<file path="config.mk">
export PLATFORM = sky130hd
export DESIGN_NAME = logic_unit_arbiter_flat
export DESIGN_NICKNAME = d
export VERILOG_FILES = /design/src/rtl/logic_unit_arbiter_if.sv /design/src/rtl/logic_unit_arbiter.sv /design/src/flat_wrapper.sv
export SDC_FILE = /design/constraint.sdc
export NUM_CORES = 1
export LEC_CHECK = 0
export BUFFER_PORTS_ARGS = -buffer_cell sky130_fd_sc_hd__buf_2
export CORE_MARGIN = 8
export CORE_UTILIZATION = 41
export CTS_CLUSTER_DIAMETER = 150
export DETAILED_ROUTE_END_ITERATION = 8
export PLACE_DENSITY = 0.78
export SLEW_MARGIN = 20
export SYNTH_ARGS = -nofsm -noshare
export SYNTH_HDL_FRONTEND = slang
export SYNTH_SLANG_ARGS = --single-unit
export TNS_END_PERCENT = 30
</file>
<file path="constraint.sdc">
create_clock -name clock -period 1.5 [get_ports clock]
set_clock_uncertainty 0.05 [all_clocks]
set_input_delay 0.075 -clock clock [delete_from_list [all_inputs] [get_ports clock]]
set_output_delay 0.075 -clock clock [all_outputs]
set_load 0.01 [all_outputs]
</file>
<file path="src/rtl/logic_unit_arbiter_if.sv">
// Request/response bus between two requesters and the shared logic unit arbiter.
interface logic_unit_arbiter_if #(
    parameter int unsigned WIDTH = 32
) ();
    // Request channel, bit i / suffix i belongs to requester i
    logic [1:0]       req_valid;
    logic [1:0]       req_ready;
    logic             req_op0;
    logic [WIDTH-1:0] req_x0;
    logic [WIDTH-1:0] req_y0;
    logic             req_op1;
    logic [WIDTH-1:0] req_x1;
    logic [WIDTH-1:0] req_y1;

    // Response channel, one shared data bus with per-requester valid/ready
    logic [1:0]       rsp_valid;
    logic [1:0]       rsp_ready;
    logic [WIDTH-1:0] rsp_data;

    // Requester side
    modport master (
        output req_valid, req_op0, req_x0, req_y0, req_op1, req_x1, req_y1,
        output rsp_ready,
        input  req_ready, rsp_valid, rsp_data
    );

    // Arbiter side
    modport slave (
        input  req_valid, req_op0, req_x0, req_y0, req_op1, req_x1, req_y1,
        input  rsp_ready,
        output req_ready, rsp_valid, rsp_data
    );
endinterface

</file>
<file path="src/rtl/logic_unit_arbiter.sv">
// Round-robin arbiter sharing one AND/OR logic unit between two requesters.
// One operation in flight; result is registered and held until the owning
// requester accepts it. Per-requester completion counters wrap.
module logic_unit_arbiter #(
    parameter int unsigned WIDTH = 32,
    parameter int unsigned CNT_W = 16
) (
    input  logic                 clock,
    input  logic                 reset_n,
    logic_unit_arbiter_if.slave  bus,
    output logic                 busy,
    output logic                 last_grant,
    output logic [CNT_W-1:0]     done_cnt0,
    output logic [CNT_W-1:0]     done_cnt1
);

    localparam int unsigned NREQ = 2;

    typedef enum logic {
        IDLE = 1'b0,
        RESP = 1'b1
    } state_t;

    state_t             state_q,      state_d;
    logic               last_grant_q, last_grant_d;
    logic [WIDTH-1:0]   rsp_data_q,   rsp_data_d;
    logic [NREQ-1:0]    rsp_valid_q,  rsp_valid_d;
    logic               busy_q,       busy_d;
    logic [CNT_W-1:0]   done_cnt0_q,  done_cnt0_d;
    logic [CNT_W-1:0]   done_cnt1_q,  done_cnt1_d;

    logic               grant_c;
    logic [NREQ-1:0]    req_ready_c;
    logic               accept_c;
    logic               rsp_hs_c;
    logic               op_sel_c;
    logic [WIDTH-1:0]   x_sel_c;
    logic [WIDTH-1:0]   y_sel_c;
    logic [WIDTH-1:0]   result_c;

    // Round-robin pick: a lone requester wins, a tie goes to the one not served last
    always_comb begin
        grant_c = 1'b0;
        unique case (bus.req_valid)
            2'b10:   grant_c = 1'b1;
            2'b11:   grant_c = ~last_grant_q;
            default: grant_c = 1'b0;
        endcase
    end

    // Offer ready only to the granted requester, and only while idle
    always_comb begin
        req_ready_c = '0;
        if ((state_q == IDLE) && (|bus.req_valid)) begin
            req_ready_c[grant_c] = 1'b1;
        end
    end

    assign accept_c = (state_q == IDLE) && (|(bus.req_valid & req_ready_c));
    assign rsp_hs_c = (state_q == RESP) && bus.rsp_ready[last_grant_q];

    // Steer the granted requester's operands into the logic unit
    always_comb begin
        op_sel_c = bus.req_op0;
        x_sel_c  = bus.req_x0;
        y_sel_c  = bus.req_y0;
        if (grant_c) begin
            op_sel_c = bus.req_op1;
            x_sel_c  = bus.req_x1;
            y_sel_c  = bus.req_y1;
        end
    end

    // The shared bitwise unit: 0 = AND, 1 = OR
    assign result_c = op_sel_c ? (x_sel_c | y_sel_c) : (x_sel_c & y_sel_c);

    // Next-state and registered-output logic
    always_comb begin
        state_d      = state_q;
        last_grant_d = last_grant_q;
        rsp_data_d   = rsp_data_q;
        done_cnt0_d  = done_cnt0_q;
        done_cnt1_d  = done_cnt1_q;

        unique case (state_q)
            IDLE: begin
                if (accept_c) begin
                    rsp_data_d   = result_c;
                    last_grant_d = grant_c;
                    state_d      = RESP;
                end
            end
            RESP: begin
                if (rsp_hs_c) begin
                    if (last_grant_q) begin
                        done_cnt1_d = done_cnt1_q + CNT_W'(1);
                    end else begin
                        done_cnt0_d = done_cnt0_q + CNT_W'(1);
                    end
                    state_d = IDLE;
                end
            end
            default: begin
                state_d = IDLE;
            end
        endcase

        rsp_valid_d = '0;
        if (state_d == RESP) begin
            rsp_valid_d = last_grant_d ? 2'b10 : 2'b01;
        end
        busy_d = (state_d != IDLE);
    end

    // State and output registers; reset clears any in-flight result
    always_ff @(posedge clock or negedge reset_n) begin
        if (!reset_n) begin
            state_q      <= IDLE;
            last_grant_q <= 1'b1;
            rsp_data_q   <= '0;
            rsp_valid_q  <= '0;
            busy_q       <= 1'b0;
            done_cnt0_q  <= '0;
            done_cnt1_q  <= '0;
        end else begin
            state_q      <= state_d;
            last_grant_q <= last_grant_d;
            rsp_data_q   <= rsp_data_d;
            rsp_valid_q  <= rsp_valid_d;
            busy_q       <= busy_d;
            done_cnt0_q  <= done_cnt0_d;
            done_cnt1_q  <= done_cnt1_d;
        end
    end

    assign bus.req_ready = req_ready_c;
    assign bus.rsp_valid = rsp_valid_q;
    assign bus.rsp_data  = rsp_data_q;
    assign busy          = busy_q;
    assign last_grant    = last_grant_q;
    assign done_cnt0     = done_cnt0_q;
    assign done_cnt1     = done_cnt1_q;

endmodule

</file>
<file path="src/flat_wrapper.sv">
// flat-port wrapper written by rule: the top's interface ports become plain ports
module logic_unit_arbiter_flat 
#(
    parameter int unsigned WIDTH = 32,
    parameter int unsigned CNT_W = 16
)
  (clock, reset_n, busy, last_grant, done_cnt0, done_cnt1, bus_req_valid, bus_req_op0, bus_req_x0, bus_req_y0, bus_req_op1, bus_req_x1, bus_req_y1, bus_rsp_ready, bus_req_ready, bus_rsp_valid, bus_rsp_data);
  logic_unit_arbiter_if #(.WIDTH(WIDTH)) bus_i ();
  input  logic clock;
  input  logic reset_n;
  output logic busy;
  output logic last_grant;
  output logic [CNT_W-1:0] done_cnt0;
  output logic [CNT_W-1:0] done_cnt1;
  input wire logic [$bits(bus_i.req_valid)-1:0] bus_req_valid;
  input wire logic [$bits(bus_i.req_op0)-1:0] bus_req_op0;
  input wire logic [$bits(bus_i.req_x0)-1:0] bus_req_x0;
  input wire logic [$bits(bus_i.req_y0)-1:0] bus_req_y0;
  input wire logic [$bits(bus_i.req_op1)-1:0] bus_req_op1;
  input wire logic [$bits(bus_i.req_x1)-1:0] bus_req_x1;
  input wire logic [$bits(bus_i.req_y1)-1:0] bus_req_y1;
  input wire logic [$bits(bus_i.rsp_ready)-1:0] bus_rsp_ready;
  output wire logic [$bits(bus_i.req_ready)-1:0] bus_req_ready;
  output wire logic [$bits(bus_i.rsp_valid)-1:0] bus_rsp_valid;
  output wire logic [$bits(bus_i.rsp_data)-1:0] bus_rsp_data;
  assign bus_i.req_valid = bus_req_valid;
  assign bus_i.req_op0 = bus_req_op0;
  assign bus_i.req_x0 = bus_req_x0;
  assign bus_i.req_y0 = bus_req_y0;
  assign bus_i.req_op1 = bus_req_op1;
  assign bus_i.req_x1 = bus_req_x1;
  assign bus_i.req_y1 = bus_req_y1;
  assign bus_i.rsp_ready = bus_rsp_ready;
  assign bus_req_ready = bus_i.req_ready;
  assign bus_rsp_valid = bus_i.rsp_valid;
  assign bus_rsp_data = bus_i.rsp_data;
  logic_unit_arbiter #(.WIDTH(WIDTH), .CNT_W(CNT_W)) u_core (.clock(clock), .reset_n(reset_n), .bus(bus_i), .busy(busy), .last_grant(last_grant), .done_cnt0(done_cnt0), .done_cnt1(done_cnt1));
endmodule
</file>
==> impl_metrics.ini, run 1 <==
[run_status]
status = finished, violations left
violations = negative setup slack

[power]
seqPwrFrac_pct = 35.3
p_sw_share_pct = 37.60
clkPwrFrac_pct = 21.5
total_power_mw = 7.948
power.leakage_nw = 2.770
p_int_mw = 4.959
ir_drop_v = 0.0005810
p_per_area_mw_per_mm2 = 1432
pwr-share-comb_pct = 43.2
p_switching_mw = 2.988

[timing]
fin_crit_sh_pct = 101.0
fin_ws_ns = -0.01448
hold_viol = 0
max_freq_mhz = 660.3
min_period_ns = 1.514
max_slew_margin_pct = 54.23
worst_slew_pin_slew_ns = 0.6865
grt_setup_unrepaired = yes
slew_violations = 0
final-setup-viol-count = 4

[cells_and_area]
syn2layout_area_growth_pct = 49.63
fillers = 732
antenna_cells = 0
drive_above_1_share_pct = 44.53
nNetsFinal = 782
fin_area_mm2 = 0.005549
seqCellArea_mm2 = 0.001704
multi_input_area_mm2 = 0.002032

[logic_synthesis]
ys_warn_count = 0
synth-main-ff-cell = dfrtp_1
netlist_top_cells_count = nand2_1, dfrtp_1, a21oi_1, o21ai_0, maj3_1
synth_area_leaders = dfrtp_1, a21oi_1, maj3_1
avgSynthCellArea_um2 = 8.980
yosysTopAreaCell = dfrtp_1
synth.most_common_cell = nand2_1
synth_cells = 413
synth-seq-cells = 68
synth_edf_count = 0
ys_async_sr_fraction_pct = 100.0
synth_top_area_share_pct = 45.21
syn_area_mm2 = 0.003709
ys_types = 33
syn_nets = 551
synth-seq-area-share_pct = 45.92

[critical_path]
cp-end-kind = primary output
crit_type = reg -> out
cp.required_ns = 1.37
crit_fanout = 3
cp.arrival_ns = 1.39
crit_path_start_kind = register
crit_chain = buf_6 > buf_6 > nand2_4 > nand2_4 > nor2_4 > buf_6
crit_top_cell = buf_6
critPathSlowestCell = dfstp_2
cpPeakStageDelay_ns = 0.55

[floorplanning]
fp-row-count = 34
io_pins = 206
start_util_pct = 42.32
core_area_mm2 = 0.008763
die_area_mm2 = 0.01234
die_y_um = 111.1
fp.dieW_um = 111.1

[drt]
first_pass_iters = 4
wl_per_cell_um = 16.58
postRouteAntennaNets = 0
routed_wl_um = 12550
drcViolationCount = 0
vias_per_cell = 5.174
via_count = 3917
drt_iter0_markers = 124

[clocking]
clk_pin_slew_ns = 0.08
numCtsBuffers = 9
cts_tree = built
cts-root-buf = clkbuf_8
clock_latency_ns = 0.35
clock_path_buffers = 2
htreeDepth = 3
cts.sinks = 68

[place]
pre_cts_slack_ns = 0.001976
place_congestion = 0.8042
place_area_mm2 = 0.004962
numPortBuffers = 205
dp_hpwl_um = 9005

[hold_path]
hold_class = in -> reg

[grt]
grt_pass1_vias = 4098
overflow = 0
grt_pass1_wl_um = 19770
track_usage_pct = 19.30
antenna_found_initial = 0
grt_max_degree = 69

[run]
max-cap-violations = 0
==> final timing paths <==
kind                                             startpoint                             endpoint  slack [ns]  cells past startpoint
setup / recovery                u_core.last_grant$_DFF_PN1_                     bus_req_ready[1]       -0.01                      6
hold / removal                               bus_req_x0[26]  u_core.bus.rsp_data[26]$_DFFE_PN0P_        0.09                      5
setup reg to reg                u_core.last_grant$_DFF_PN1_    u_core.bus.rsp_valid[1]$_DFF_PN0_       -0.01                      9
hold reg to reg            u_core.done_cnt0[15]$_DFFE_PN0P_     u_core.done_cnt0[15]$_DFFE_PN0P_        0.42                      1
max in group asynchronous                           reset_n          u_core.last_grant$_DFF_PN1_        0.85                      3
min in group asynchronous                           reset_n     u_core.done_cnt1[11]$_DFFE_PN0P_        0.23                      3
==> layout by cell type (no fill, tap or decap), types with 3 or more instances in the layout <==
cell type      synthesis  final
buf_2                 10    203
nand2_1               77     74
dfrtp_1               67     66
a21oi_1               65     51
o21ai_0               37     35
maj3_1                32     32
o21ai_1               29     30
buf_4                  1     22
xnor2_1               21     21
a21oi_2                0     14
xor2_1                 9      9
clkbuf_8               0      9
nand3_1                9      8
nand4_1                7      7
buf_6                  0      6
nor2_1                 8      5
dlygate4sd3_1          0      5
buf_12                 0      4
nor2_4                 0      3
and4_1                 3      3
and3_1                 3      3
==> state kept, by name (all words and copies together) (netlist names) <==
register,cells
u_core.bus.rsp_data,32
u_core.done_cnt0,16
u_core.last_grant,1
u_core.bus.rsp_valid,2
u_core.done_cnt1,16
u_core.state_q,1
==> logic make-up (layout without fill, tap and decap cells) <==
| logic type | after synthesis | after routing | share of synthesized area (%) |
|---|---|---|---|
| adder cells (fa/ha/maj) | 34 | 34 | 9.312 |
| buffers and inverters | 25 | 261 | 2.969 |
| multiplexers | 3 | 3 | 0.9109 |
| AND/OR/NAND/NOR | 118 | 118 | 15.35 |
| flip-flops | 68 | 68 | 45.92 |
| XOR/XNOR | 30 | 30 | 7.085 |
| AO/OA/AOI/OAI | 135 | 135 | 18.46 |
==> power by group through the flow <==
stage	Sequential (mW)	Combinational, mW	Clock, mW
after floorplan	3.09	1.27	0
after global placement	2.85	2.84	0
after detailed placement	2.88	2.91	0
after CTS	2.80	3.23	1.73
after global routing	2.88	3.76	1.84
final	2.81	3.44	1.71
==> cell type report <==
type	instances	share of cell area [%]
clock inverter	7	1.781
timing repair buffer	242	26.02
multi-input combinational	320	36.62
tap	108	2.435
sequential	68	30.71
inverter	3	0.2029
clock buffer	9	2.232
==> layer usage <==
metal / vias up / wire length (µm) / GRT usage [%]
met2: 176 / 6260 / 32.03
li1: 1921 / - / -
met5: - / 0 / 0
met4: 0 / 255 / 7.556
met1: 1800 / 4894 / 22.34
met3: 20 / 1145 / 6.602
==> worst max-delay path, delay by kind of cell, from the launching register on <==
kind	cells	cell delay, ns
buffers and inverters	3	0.33
and+or+nand+nor	3	0.17
DFF	1	0.55
==> stage by stage <==
| stage | hold WS (ns) | utilization (%) | TNS, ns | instances |
|---|---|---|---|---|
| after floorplan | -0.2706 | - | -0.01029 | 413 |
| after global placement | 0.07141 | 56.62 | 0 | 719 |
| after detailed placement | 0.07888 | 56.62 | 0 | 719 |
| after CTS | 0.04378 | 61.64 | -0.1280 | 752 |
| after global routing | 0.08909 | 63.32 | -0.4270 | 757 |
| final | 0.08936 | 63.32 | -0.03071 | 757 |
==> timing repair <==
action                                 4_1_cts  5_1_grt
hold buffers                                 5        0
setup endpoints to repair                    5       38
resized for setup                            7       31
pin swaps                                    8        8
endpoints found under the hold margin       70        0
cloned                                       2        0
buffers inserted                            10        5
Note: power is estimated with default switching activity, not from simulation.
==> run 2: changes to the inputs <==
--- a/config.mk
+++ b/config.mk
@@ -10,7 +10,7 @@
 export CORE_UTILIZATION = 41
 export CTS_CLUSTER_DIAMETER = 150
 export DETAILED_ROUTE_END_ITERATION = 8
-export PLACE_DENSITY = 0.78
+export PLACE_DENSITY = 0.81
 export SLEW_MARGIN = 20
 export SYNTH_ARGS = -nofsm -noshare
 export SYNTH_HDL_FRONTEND = slang
==> impl_metrics.ini, run 2 (same netlist as run 1, synthesis figures left out) <==
[run_status]
status = finished, violations left
violations = negative setup slack

[critical_path]
path_delay_family = simple AND/OR/NAND/NOR gates
crit_chain = buf_6 > nand4_1 > nor3_4 > nand4_1 > xnor2_1
critPathSlowestCell = dfstp_2
crit_path_start_kind = register
cp.arrival_ns = 1.81
critPathBufInv = 1
cp.required_ns = 1.68
crit_top_cell = nand4_1
crit_type = reg -> reg
worstRegToRegCells = 5
cp-end-kind = register
cp_num_cells = 5
cpPeakStageDelay_ns = 0.59
crit_fanout = 5

[cells_and_area]
syn2layout_area_growth_pct = 49.06
multi_input_area_mm2 = 0.002054
final_common_cell = buf_2
final_cell_mix = buf_2, nand2_1, dfrtp_1
fillers = 704
largest_register_ffs = 32
nNetsFinal = 777
seqCellArea_mm2 = 0.001704
drive_above_1_share_pct = 44.72
antenna_cells = 0

[floorplanning]
start_util_pct = 42.32
io_pins = 206
fp-row-count = 34
fp.dieW_um = 111.1
die_area_mm2 = 0.01234
core_area_mm2 = 0.008763
die_y_um = 111.1

[place]
numPortBuffers = 205
place_congestion = 0.8042
pre_cts_slack_ns = -0.03647
dp_hpwl_um = 9259

[grt]
grt_pass1_vias = 4106
track_usage_pct = 19.37
antenna_found_initial = 0
overflow = 0
grt_pass1_wl_um = 19800
grt_max_degree = 69

[clocking]
htreeDepth = 3
clock_latency_ns = 0.34
clk_pin_slew_ns = 0.07
cts-root-buf = clkbuf_8
cts_tree = built
cts.sinks = 68
clock_path_buffers = 2
numCtsBuffers = 9

[timing]
max_freq_mhz = 610.9
max_slew_margin_pct = 56.13
slew_violations = 0
fin_crit_sh_pct = 109.1
hold_viol = 0
worst_slew_pin_slew_ns = 0.6581
grt_setup_unrepaired = yes
min_period_ns = 1.637
final-setup-viol-count = 17
fin_ws_ns = -0.1368

[run]
max-cap-violations = 0

[hold_path]
worstHoldPathCells = 3
hold_class = in -> reg

[drt]
first_pass_iters = 4
routed_wl_um = 12590
vias_per_cell = 5.231
drcViolationCount = 0
wl_per_cell_um = 16.75
postRouteAntennaNets = 0
drt_iter0_markers = 182
via_count = 3934

[power]
total_power_mw = 7.734
ir_drop_v = 0.0004700
power.leakage_nw = 2.750
p_per_area_mw_per_mm2 = 1399
## run 2: cell types whose count changed in the layout (fill, tap and decap cells not counted), moves of 2 or more
cell	change
a21oi_1	-7
a21oi_2	+6
buf_4	-6
buf_12	+2
buf_6	-2
inv_6	-2
nand2_1	+2
nand2_4	-2
o21ai_0	-2
o21ai_1	+2
## run 2: worst paths after layout
path                                                      to  slack, ns                             start
setup / recovery             u_core.done_cnt1[8]$_DFFE_PN0P_      -0.14       u_core.last_grant$_DFF_PN1_
hold / removal             u_core.bus.rsp_valid[1]$_DFF_PN0_       0.03                  bus_req_valid[1]
setup reg to reg             u_core.done_cnt1[8]$_DFFE_PN0P_      -0.14       u_core.last_grant$_DFF_PN1_
hold reg to reg             u_core.done_cnt1[15]$_DFFE_PN0P_       0.43  u_core.done_cnt1[15]$_DFFE_PN0P_
max in group asynchronous        u_core.last_grant$_DFF_PN1_       0.85                           reset_n
min in group asynchronous    u_core.done_cnt0[3]$_DFFE_PN0P_       0.23                           reset_n
## run 2: layout make-up
cell class                 instances  share of cell area [%]
multi-input combinational        320                   37.17
sequential                        68                   30.83
timing repair buffer             237                   25.71
clock buffer                      10                   2.490
tap                              108                   2.445
clock inverter                     6                   1.154
inverter                           3                  0.2037
## run 2: where the power goes
part,internal (mW),total (mW),leakage (nW),switching [mW]
registers,2.43,2.83,0.875,0.395
clock network,0.809,1.53,0.0983,0.716
logic,1.56,3.38,1.78,1.82
total,4.80,7.73,2.75,2.93
## run 2: timing repair
action                     in CTS  in global routing
pin swaps                       4                  8
hold endpoints to repair       70                  0
hold buffers                    5                  0
gates resized for setup         6                 36
gates cloned                    2                  0
setup endpoints to repair       7                 26
buffers inserted                3                  7
## run 2: layer usage
layer | share of wire [%] | global-route usage, % | routed length, µm | vias to the layer above
met1 | 40 | 20.58 | 5043 | 1843
li1 | - | - | - | 1908
met5 | 0 | 0 | 0 | -
met3 | 8.5 | 7.738 | 1071 | 20
met2 | 50 | 33.62 | 6269 | 163
met4 | 1.7 | 7.467 | 210 | 0
## run 2: stage by stage
step	util, %	setup TNS [ns]	std cells	hold slack (ns)	area (µm²)
2_1_floorplan	-	-0.01029	413	-0.2706	3715
3_3_place_gp	56.62	-0.007102	719	0.07039	4962
3_5_place_dp	56.62	-0.05977	719	0.07452	4962
4_1_cts	60.74	-0.1964	745	0.009657	5323
5_1_grt	63.08	-3.438	752	0.03247	5528
6_report	63.08	-0.8720	752	0.03215	5528
## run 2: worst min-delay path, cell delays in order
cell	delay [ns]
buf_2	0.14
nand2_2	0.09
o22ai_1	0.07
